===== src/rtl/pipe_stage_reg.sv =====
// pipe_stage_reg: generic inter-stage pipeline register with valid/ready
// handshake, flush and bubble insertion.
// Optional feature macro: PIPE_REG_SKID_EN.
// - Defined: adds a second (skid) entry and registers ready_o, so there is
//   no combinational path from ready_i to ready_o.
// - Undefined: single entry, and ready_o = ~valid_o | ready_i.
// The control bundle reads as CTRL_NOP whenever the stage holds no valid entry.
module pipe_stage_reg #(
  parameter int                 DATA_W   = 32,
  parameter int                 CTRL_W   = 16,
  parameter logic [CTRL_W-1:0]  CTRL_NOP = '0
) (
  input  logic              clk,
  input  logic              rst_n,
  input  logic              valid_i,
  output logic              ready_o,
  input  logic [DATA_W-1:0] data_i,
  input  logic [CTRL_W-1:0] ctrl_i,
  input  logic              flush_i,
  output logic              valid_o,
  input  logic              ready_i,
  output logic [DATA_W-1:0] data_o,
  output logic [CTRL_W-1:0] ctrl_o,
  output logic [1:0]        occ_o
);

  // Main entry: always the oldest entry, and the one that drives the outputs.
  logic              main_vld_q,  main_vld_d;
  logic [DATA_W-1:0] main_data_q, main_data_d;
  logic [CTRL_W-1:0] main_ctrl_q, main_ctrl_d;

  logic in_fire;
  logic out_fire;

  assign in_fire  = valid_i & ready_o;
  assign out_fire = main_vld_q & ready_i;

  // Outputs come straight from registers; only ctrl is masked to a NOP when
  // the stage is empty, so a bubble can never assert downstream enables.
  assign valid_o = main_vld_q;
  assign data_o  = main_data_q;
  assign ctrl_o  = main_vld_q ? main_ctrl_q : CTRL_NOP;

`ifdef PIPE_REG_SKID_EN

  // The skid entry holds the one beat accepted while main was stalled.
  // The skid entry is only ever valid while main is also valid.
  logic              skid_vld_q,  skid_vld_d;
  logic [DATA_W-1:0] skid_data_q, skid_data_d;
  logic [CTRL_W-1:0] skid_ctrl_q, skid_ctrl_d;
  logic              ready_q,     ready_d;

  assign ready_o = ready_q;
  // Occupancy encoding: 2 when skid is valid, 1 when only main is valid, else 0.
  assign occ_o   = {skid_vld_q, main_vld_q & ~skid_vld_q};

  // Next-state logic for the two entries. Flush takes priority over every
  // handshake. FIFO order is kept: skid always refills main first.
  always_comb begin
    main_vld_d  = main_vld_q;
    main_data_d = main_data_q;
    main_ctrl_d = main_ctrl_q;
    skid_vld_d  = skid_vld_q;
    skid_data_d = skid_data_q;
    skid_ctrl_d = skid_ctrl_q;
    if (flush_i) begin
      main_vld_d = 1'b0;
      skid_vld_d = 1'b0;
    end else if (!main_vld_q) begin
      if (in_fire) begin
        main_vld_d  = 1'b1;
        main_data_d = data_i;
        main_ctrl_d = ctrl_i;
      end
    end else if (out_fire) begin
      if (skid_vld_q) begin
        main_data_d = skid_data_q;
        main_ctrl_d = skid_ctrl_q;
        // ready_o is low while the skid entry is full, so this refill of
        // skid never fires in practice; it is kept so that order is still
        // preserved if it ever did.
        if (in_fire) begin
          skid_data_d = data_i;
          skid_ctrl_d = ctrl_i;
        end else begin
          skid_vld_d = 1'b0;
        end
      end else if (in_fire) begin
        main_data_d = data_i;
        main_ctrl_d = ctrl_i;
      end else begin
        main_vld_d = 1'b0;
      end
    end else if (in_fire) begin
      skid_vld_d  = 1'b1;
      skid_data_d = data_i;
      skid_ctrl_d = ctrl_i;
    end
    // ready_o is computed one cycle ahead from the next occupancy, so it
    // reads as (occ_o != 2) with no path from ready_i.
    ready_d = ~(main_vld_d & skid_vld_d);
  end

  // State registers for both entries and the registered ready.
  // Synchronous active-low reset.
  always_ff @(posedge clk) begin
    if (!rst_n) begin
      main_vld_q  <= 1'b0;
      main_data_q <= '0;
      main_ctrl_q <= CTRL_NOP;
      skid_vld_q  <= 1'b0;
      skid_data_q <= '0;
      skid_ctrl_q <= CTRL_NOP;
      ready_q     <= 1'b1;
    end else begin
      main_vld_q  <= main_vld_d;
      main_data_q <= main_data_d;
      main_ctrl_q <= main_ctrl_d;
      skid_vld_q  <= skid_vld_d;
      skid_data_q <= skid_data_d;
      skid_ctrl_q <= skid_ctrl_d;
      ready_q     <= ready_d;
    end
  end

`else

  // Single entry: the stage accepts when it is empty or is draining this cycle.
  assign ready_o = ~main_vld_q | ready_i;
  assign occ_o   = {1'b0, main_vld_q};

  // Next-state logic for the main entry. Flush wins. With a single entry,
  // an in-fire while main is full implies an out-fire in the same cycle,
  // so main simply reloads.
  always_comb begin
    main_vld_d  = main_vld_q;
    main_data_d = main_data_q;
    main_ctrl_d = main_ctrl_q;
    if (flush_i) begin
      main_vld_d = 1'b0;
    end else if (in_fire) begin
      main_vld_d  = 1'b1;
      main_data_d = data_i;
      main_ctrl_d = ctrl_i;
    end else if (out_fire) begin
      main_vld_d = 1'b0;
    end
  end

  // Main entry register. Synchronous active-low reset.
  always_ff @(posedge clk) begin
    if (!rst_n) begin
      main_vld_q  <= 1'b0;
      main_data_q <= '0;
      main_ctrl_q <= CTRL_NOP;
    end else begin
      main_vld_q  <= main_vld_d;
      main_data_q <= main_data_d;
      main_ctrl_q <= main_ctrl_d;
    end
  end

`endif

endmodule


===== config.mk =====
export PLATFORM = sky130hd
export DESIGN_NAME = pipe_stage_reg
export DESIGN_NICKNAME = d
export VERILOG_FILES = /design/src/rtl/pipe_stage_reg.sv
export SDC_FILE = /design/constraint.sdc
export NUM_CORES = 1
export LEC_CHECK = 0
export ABC_CLOCK_PERIOD_IN_PS = 1900
export BUFFER_PORTS_ARGS = -buffer_cell sky130_fd_sc_hd__buf_2
export CAP_MARGIN = 20
export CELL_PAD_IN_SITES_DETAIL_PLACEMENT = 0
export CELL_PAD_IN_SITES_GLOBAL_PLACEMENT = 1
export CORE_ASPECT_RATIO = 1.75
export CORE_UTILIZATION = 32
export CTS_CLUSTER_SIZE = 40
export DETAILED_ROUTE_END_ITERATION = 8
export PLACE_DENSITY_LB_ADDON = 0.3
export SETUP_SLACK_MARGIN = 0.3
export SYNTH_ARGS = -nofsm -noshare
export SYNTH_HDL_FRONTEND = slang
export SYNTH_SLANG_ARGS = --single-unit

===== constraint.sdc =====
create_clock -name clk -period 1.9 [get_ports clk]
set_clock_uncertainty 0.2 [all_clocks]
set_input_delay 0.095 -clock clk [delete_from_list [all_inputs] [get_ports clk]]
set_output_delay 0.095 -clock clk [all_outputs]
set_load 0.01 [all_outputs]

==> results of run 1 <==
cell families after synthesis:
| kind of cell | after synthesis | share of synthesized area [%] |
|---|---|---|
| muxes | 48 | 23.1 |
| and+or+nand+nor | 116 | 24.0 |
| buffers and inverters | 20 | 5.54 |
| DFF | 49 | 47.2 |
| other | 1 | 0.180 |
power breakdown:
part           internal (mW)  switching [mW]
registers               1.08          0.0244
logic                  0.202           0.158
clock network          0.383           0.337
tightest hold or removal path: stages:
cell,delay [ns]
buf_2,0.10
nor2b_4,0.05
nor2_1,0.08
nor3b_1,0.05
state kept, by name (all words and copies together), names as in the netlist:
| name | flops |
|---|---|
| data_o | 32 |
| main_ctrl_q | 16 |
| valid_o | 1 |
cells in the final DEF, fill, tap and decap left out, drive strengths merged:
| cell | Yosys | routed |
|---|---|---|
| nor2 | 1 | 1 |
| nor2b | 1 | 1 |
| bufinv | 0 | 1 |
| inv | 1 | 1 |
| dlygate4sd3 | 0 | 50 |
| buf | 9 | 107 |
| clkbuf | 10 | 5 |
| conb | 1 | 1 |
| mux2i | 48 | 48 |
| clkinv | 0 | 1 |
| and2 | 16 | 16 |
| nand2 | 96 | 96 |
| dfxtp | 49 | 49 |
| nor3b | 2 | 2 |
final cells by class:
cell class	count	share of cell area, %
Timing Repair Buffer	157	33.0
Multi-Input combinational cell	165	30.4
Sequential cell	49	30.2
Tap cell	80	3.08
Clock buffer	5	2.12
Clock inverter	2	1.08
Inverter	1	0.115
repair_timing:
action / CTS / global route
gates resized for setup: 0 / 2
hold buffers: 50 / 1
hold endpoints to repair: 49 / 1
endpoints found under the setup margin: 0 / 17
per-layer routing:
| metal | track usage [%] | part of all wire (%) |
|---|---|---|
| met1 | 16.5 | 42 |
| met2 | 26.2 | 51 |
| met3 | 2.82 | 4.4 |
| met4 | 7.14 | 2.3 |
| met5 | 0 | 0 |
metrics by stage:
| step | setup slack [ns] | utilization [%] | instance area (µm²) |
|---|---|---|---|
| 4_1_cts | 0.334 | 52.1 | 3250 |
| 6_report | 0.400 | 52.2 | 3250 |
| 5_1_grt | 0.327 | 52.2 | 3250 |
| 2_1_floorplan | 0.366 | - | 2080 |
| 3_5_place_dp | 0.363 | 42.4 | 2640 |
| 3_3_place_gp | 0.412 | 42.4 | 2640 |
worst paths after layout:
path               endpoint  slack (ns)  cells past startpoint
min                 valid_o       -0.09                      4
min reg2reg      data_o[29]        0.26                      2
max reg2reg  main_ctrl_q[2]        0.41                      4
max          main_ctrl_q[2]        0.40                      5
==> impl_metrics.env, run 1 <==
export IMPL_ys_seq_elements=49
export IMPL_fin_crit_sh_pct=79.0
export IMPL_synth_largest_area_cell="dfxtp_1"
export IMPL_ir_drop_mv=0.496
export IMPL_antenna_found_initial=0
export IMPL_die_height_um=109
export IMPL_cts_tree="yes"
export IMPL_critPathCaptureType="flip-flop"
export IMPL_synthTopCellsByCount="nand2_1 (96), dfxtp_1 (49), mux2i_1 (48), and2_1 (16), clkbuf_1 (10)"
export IMPL_rsz0062_at_grt="false"
export IMPL_synthCells=234
export IMPL_viasPerCell=4.22
export IMPL_grt_util_all_layers_pct=14.7
export IMPL_grt_max_degree=98
export IMPL_start_util_pct=33.4
export IMPL_stdcell_count=459
export IMPL_vias=1937
export IMPL_final_max_slew_viol_count=0
export IMPL_max_stage_delay_ns=0.53
export IMPL_synth_most_common_cell="nand2_1"
export IMPL_synth_enable_flop_cells=0
export IMPL_cp_num_buf_inv=3
export IMPL_htreeDepth=2
export IMPL_p_per_area_mw_per_mm2=671
export IMPL_crit_chain="dlygate4sd3_1 -> buf_2 -> nor3b_4 -> buf_6 -> mux2i_1"
export IMPL_hold_viol_final=1
export IMPL_io_pins=105
export IMPL_die_area_mm2=0.00683
export IMPL_core_area_mm2=0.00623
export IMPL_synth_nets=287
export IMPL_n_antenna_cell=0
export IMPL_period_needed_ns=1.50
export IMPL_drc=0
export IMPL_synth_main_ff_cell="dfxtp_1"
export IMPL_clkLatencyLatePin_ns=0.29
export IMPL_wirelength_mm=5.02
export IMPL_cts_made_buffers=5
export IMPL_drive_above_1_share_pct=30.9
export IMPL_dp_cells=402
export IMPL_wl_per_cell_um=10.9
export IMPL_cts_setup_buffers=0
export IMPL_port_buffer_count=103
export IMPL_crit_fanout=19
export IMPL_yosys_warnings=0
export IMPL_multiInputGateArea_um2=988
export IMPL_timing_hold_ws_ns=-0.0882
export IMPL_syn_to_final_growth_pct=56.5
export IMPL_ys_async_sr_fraction_pct=0
export IMPL_max_freq_ghz=0.666
export IMPL_drv_cap=0
export IMPL_synth_cell_types=14
export IMPL_place_gp_congestion=0.710
export IMPL_p_leak_nw=1.56
export IMPL_grt_pass1_vias=1773
export IMPL_setup_violations=0
export IMPL_required_ns=1.92
export IMPL_holdCritPathClass="input pin to flip-flop"
export IMPL_failed_checks="hold timing"
export IMPL_post_dp_hpwl_mm=3.09
export IMPL_fin_tns_setup_ns=0
export IMPL_cp_start_kind="input pin"
export IMPL_synth_avg_cell_area_um2=8.88
export IMPL_status="complete, but fails checks"
export IMPL_antenna_left=0
export IMPL_root_buffer="clkbuf_8"
export IMPL_hold_start="ready_i"
export IMPL_ys_seq_area_share_pct=47.2
export IMPL_crit_start="valid_i"
export IMPL_synth_area_top_cells="dfxtp_1 (47%), mux2i_1 (23%), nand2_1 (17%), and2_1 (4.8%), clkbuf_1 (1.8%)"
export IMPL_grt_overflow=0
export IMPL_cts_buffer_depth=2
export IMPL_synth_top_area_share_pct=47.2
export IMPL_fill_cells=584
export IMPL_p_total_mw=2.18
export IMPL_grt_pass1_wl_mm=7.98
export IMPL_fp_dieW_um=62.9
export IMPL_fin_nets=432
export IMPL_clkTransAtPathRegs_ns=0.09
export IMPL_setup_worst_path_class="input pin to flip-flop"
export IMPL_numClockSinks=49
export IMPL_path_delay_family="buffers and inverters"
export IMPL_slowest_stage="dlygate4sd3_1"
export IMPL_syn_cell_area_mm2=0.00208
export IMPL_regToRegStartpoint="valid_o"
export IMPL_drtPass1Iterations=4
export IMPL_first_iter_violations=97
export IMPL_seqCellArea_um2=982
export IMPL_cp_arrival_ns=1.52
export IMPL_num_rows=38
(Power assumes the default switching activity.)
==> inputs of run 2 (changes only) <==
ABC_CLOCK_PERIOD_IN_PS = 1360   (was 1900)
CORE_UTILIZATION = 29   (was 32)
clock period = 1.36 ns   (was 1.9 ns; I/O delays follow)
==> run 2 against run 1 <==
Against the previous run:
- the flow finishes with violations (setup timing)
- die area rose by 10%
- first-iteration DRC count fell by 46%
- cell count rose by 3.3%
- critical path type is now flip-flop to flip-flop
- largest cell class unchanged
==> impl_metrics.env, run 2 (synthesized netlist as in run 1, its figures left out) <==
export IMPL_status="complete, but fails checks"
export IMPL_failed_checks="setup timing"
export IMPL_post_dp_hpwl_mm=3.35
export IMPL_wl_per_cell_um=12.2
export IMPL_max_stage_delay_ns=0.32
export IMPL_crit_chain="nor2b_4 -> nor3b_4 -> buf_4 -> buf_12 -> mux2i_1"
export IMPL_antenna_found_initial=0
export IMPL_largest_reg_flops=32
export IMPL_drc=0
export IMPL_htreeDepth=2
export IMPL_cts_made_buffers=5
export IMPL_antenna_left=0
export IMPL_holdCritPathClass="input pin to flip-flop"
export IMPL_final_max_slew_viol_count=0
export IMPL_die_height_um=114
export IMPL_grt_pass1_wl_mm=8.75
export IMPL_grt_overflow=0
export IMPL_fin_tns_setup_ns=-3.97
export IMPL_p_leak_nw=1.68
export IMPL_drtPass1Iterations=4
export IMPL_place_gp_congestion=0.724
export IMPL_critPathCaptureType="flip-flop"
export IMPL_rsz0062_at_grt="true"
export IMPL_drv_cap=0
export IMPL_ir_drop_mv=0.648
export IMPL_fp_dieW_um=66.0
export IMPL_grt_max_degree=50
export IMPL_final_cell_mix="buf_2 (102), nand2_1 (96), dlygate4sd3_1 (50)"
export IMPL_num_rows=40
export IMPL_period_needed_ns=1.47
export IMPL_fin_nets=442
export IMPL_syn_to_final_growth_pct=68.9
export IMPL_hold_viol_final=0
export IMPL_p_per_area_mw_per_mm2=973
export IMPL_root_buffer="clkbuf_16"
export IMPL_cp_arrival_ns=1.48
export IMPL_fin_crit_sh_pct=108
export IMPL_first_iter_violations=52
export IMPL_drive_above_1_share_pct=35.1
export IMPL_crit_fanout=7
export IMPL_cts_buffer_depth=2
export IMPL_clkLatencyLatePin_ns=0.28
export IMPL_post_dp_cell_area_mm2=0.00268
export IMPL_grt_util_all_layers_pct=15.6
export IMPL_path_delay_family="simple AND/OR/NAND/NOR gates"
export IMPL_cp_start_kind="flip-flop"
export IMPL_final_common_cell="buf_2"
export IMPL_design_area_mm2=0.00351
export IMPL_port_buffer_count=103
export IMPL_grt_pass1_vias=1935
export IMPL_cp_num_buf_inv=2
export IMPL_slowest_stage="dfxtp_2"
export IMPL_numClockSinks=49
export IMPL_max_freq_ghz=0.682
export IMPL_core_area_mm2=0.00691
export IMPL_start_util_pct=30.1
export IMPL_die_area_mm2=0.00752
export IMPL_wirelength_mm=5.79
export IMPL_viasPerCell=4.28
export IMPL_required_ns=1.37
export IMPL_vias=2030
export IMPL_layout_setup_ws_ns=-0.107
export IMPL_p_total_mw=3.42
export IMPL_n_antenna_cell=0
export IMPL_setup_worst_path_class="flip-flop to flip-flop"
export IMPL_cts_tree="yes"
export IMPL_io_pins=105
export IMPL_final_util_pct=50.8
export IMPL_clkTransAtPathRegs_ns=0.06
export IMPL_setup_violations=49
[run 2: timing repair]
| item | in CTS | in global routing |
|---|---|---|
| hold endpoints to repair | 49 | 0 |
| setup buffers | 4 | 0 |
| hold buffers | 50 | 0 |
| setup endpoints to repair | 69 | 75 |
| resized for setup | 9 | 9 |
| pin swaps | 1 | 0 |
| gates cloned | 2 | 2 |
[run 2: power breakdown]
part | internal (mW) | total (mW) | switching [mW]
clock | 0.779 | 1.29 | 0.515
combinational | 0.334 | 0.576 | 0.242
sequential | 1.51 | 1.55 | 0.0337
total | 2.63 | 3.42 | 0.791
[run 2: path summary, 6_finish.rpt]
path,start,to,slack (ns),cells after the start
hold reg to reg,main_ctrl_q[1],main_ctrl_q[1],0.25,2
hold / removal,rst_n,data_o[25],0.07,4
setup reg to reg,valid_o,data_o[2],-0.11,5
setup / recovery,valid_o,data_o[2],-0.11,5
[run 2: final cells by class]
cell class	count	area, µm²
Inverter	1	3.75
Clock inverter	1	5.00
Fill cell	668	3400
Sequential cell	49	992
Timing Repair Buffer	167	1260
Clock buffer	7	153
Tap cell	84	105
Multi-Input combinational cell	165	988
[run 2: routing by layer]
layer  vias to the layer above  wire [µm]  GRT usage, %
li1                       1051          -             -
met1                       908       2320          16.2
met2                        64       3060          28.5
met3                         7        298          3.60
met4                         0        113          7.23
met5                         -          0             0
[run 2: worst register-to-register path, cell delays in order, from the launching register on]
cell and delay (ns):
dfxtp_2 0.32, nor2b_4 0.13, nor3b_4 0.24, buf_4 0.19, buf_12 0.13, mux2i_1 0.20
[run 2: metrics by stage]
step	hold WS, ns	worst slack (ns)	instances
after floorplan	-0.0633	-0.139	234
after global placement	0.0770	-0.0779	408
after detailed placement	0.0992	-0.142	408
after CTS	0.0652	-0.101	472
after global routing	0.0801	-0.173	474
final	0.0744	-0.107	474
==> inputs of run 3 (changes only) <==
CELL_PAD_IN_SITES_DETAIL_PLACEMENT = not set   (was 0)
CELL_PAD_IN_SITES_GLOBAL_PLACEMENT = not set   (was 1)
CORE_UTILIZATION = 40   (was 29)
==> run 3 against run 2 <==
Against the previous run:
- the flow still finishes with violations (setup timing)
- cell count is 7.2% lower
- non-clock buffer count down 4
- core utilization increased by 17 points
- register-to-register slack is essentially flat
- hold slack better by 0.035 ns
- global-route usage grew 4.2 points
- routed wire length shrank 3.9%
==> impl_metrics.env, run 3 (synthesized netlist as in run 1, its figures left out) <==
export IMPL_final_max_slew_viol_count=0
export IMPL_grt_pass1_wl_mm=8.61
export IMPL_ir_drop_mv=0.878
export IMPL_io_pins=105
export IMPL_status="complete, but fails checks"
export IMPL_design_area_mm2=0.00338
export IMPL_num_rows=34
export IMPL_final_cell_mix="buf_2 (98), nand2_1 (96), dlygate4sd3_1 (50)"
export IMPL_fin_nets=438
export IMPL_stdcell_count=440
export IMPL_antenna_left=0
export IMPL_rsz0062_at_grt="true"
export IMPL_hold_depth=4
export IMPL_antenna_found_initial=0
export IMPL_core_area_mm2=0.00498
export IMPL_final_common_cell="buf_2"
export IMPL_cts_buffer_depth=2
export IMPL_wirelength_mm=5.57
export IMPL_drc=0
export IMPL_largest_reg_flops=32
export IMPL_syn_to_final_growth_pct=62.6
export IMPL_drv_cap=0
export IMPL_p_per_area_mw_per_mm2=933
export IMPL_place_gp_congestion=0.752
export IMPL_die_height_um=97.4
export IMPL_crit_fanout=12
export IMPL_r2r_cells=5
export IMPL_drtPass1Iterations=4
export IMPL_port_buffer_count=103
export IMPL_cts_tree="yes"
export IMPL_n_antenna_cell=0
export IMPL_first_iter_violations=50
export IMPL_p_total_mw=3.15
export IMPL_start_util_pct=41.8
export IMPL_hold_viol_final=0
export IMPL_failed_checks="setup timing"
export IMPL_grt_util_met2_pct=38.7
export IMPL_timing_hold_ws_ns=0.110
export IMPL_vias=2006
export IMPL_grt_busiest_layer="met2"
export IMPL_layout_setup_ws_ns=-0.119
export IMPL_grt_pass1_vias=1974
export IMPL_grt_overflow=0
export IMPL_use_met1_pct=19.0
export IMPL_numClockSinks=49
export IMPL_wl_per_cell_um=12.7
export IMPL_max_freq_ghz=0.676
export IMPL_clkTransAtPathRegs_ns=0.09
export IMPL_htreeDepth=2
export IMPL_root_buffer="clkbuf_8"
export IMPL_grt_util_all_layers_pct=19.7
export IMPL_fin_tns_setup_ns=-2.68
export IMPL_setup_violations=56
export IMPL_dp_cells=378
export IMPL_period_needed_ns=1.48
export IMPL_p_leak_nw=1.62
export IMPL_cp_arrival_ns=1.48
export IMPL_critPathCaptureType="flip-flop"
export IMPL_grt_max_degree=98
export IMPL_die_area_mm2=0.00550
export IMPL_cts_made_buffers=5
export IMPL_holdCritPathClass="input pin to flip-flop"
export IMPL_viasPerCell=4.56
export IMPL_post_dp_cell_area_mm2=0.00263
export IMPL_cp_start_kind="flip-flop"
export IMPL_fp_dieW_um=56.5
export IMPL_post_dp_hpwl_mm=3.12
export IMPL_grt_use_met3_pct=3.60
export IMPL_drive_above_1_share_pct=37.0
export IMPL_clkLatencyLatePin_ns=0.28
export IMPL_fin_crit_sh_pct=109
export IMPL_setup_worst_path_class="flip-flop to flip-flop"
export IMPL_required_ns=1.37
## run 3: worst max-delay path, stage by stage, from the launching register on
cell and delay, ns:
dfxtp_2 0.32, nor2b_4 0.13, nor3b_4 0.17, buf_6 0.18, buf_12 0.16, mux2i_1 0.24
## run 3: layer usage
layer  vias to the layer above  wire length, µm
li1                       1035                -
met2                        67             3100
met5                         -                0
met4                         0              158
met1                       892             2090
met3                        12              222
## run 3: power breakdown
part	switching, mW	internal, mW
sequential	0.0366	1.51
clock	0.453	0.600
combinational	0.236	0.313
## run 3: worst paths after layout
path	startpoint	end	slack [ns]
max	valid_o	data_o[24]	-0.12
min	rst_n	data_o[8]	0.11
max reg2reg	valid_o	data_o[24]	-0.12
min reg2reg	data_o[20]	data_o[20]	0.25
## run 3: cell type report
| cell class | instances | area, µm² |
|---|---|---|
| clock buffers | 7 | 86.3 |
| clock inverters | 1 | 30.0 |
| fillers | 398 | 1600 |
| inverters | 1 | 3.75 |
| multi-input cells | 165 | 988 |
| flip-flops and latches | 49 | 1010 |
| well taps | 54 | 67.6 |
| repair buffers | 163 | 1190 |
## run 3: repair_timing
item                       4_1_cts  5_1_grt
pin swaps                        1        0
gates resized for setup          8       25
setup endpoints to repair       70       89
buffers inserted                 1        2
hold buffers                    50        0
cloned                           1        0
hold endpoints to repair        49        0
## run 3: metrics by stage
stage          utilization (%)  worst slack, ns
5_1_grt                   67.9           -0.181
3_5_place_dp              52.8           -0.114
2_1_floorplan                -           -0.139
3_3_place_gp              52.8          -0.0758
6_report                  67.9           -0.119
4_1_cts                   66.3          -0.0836
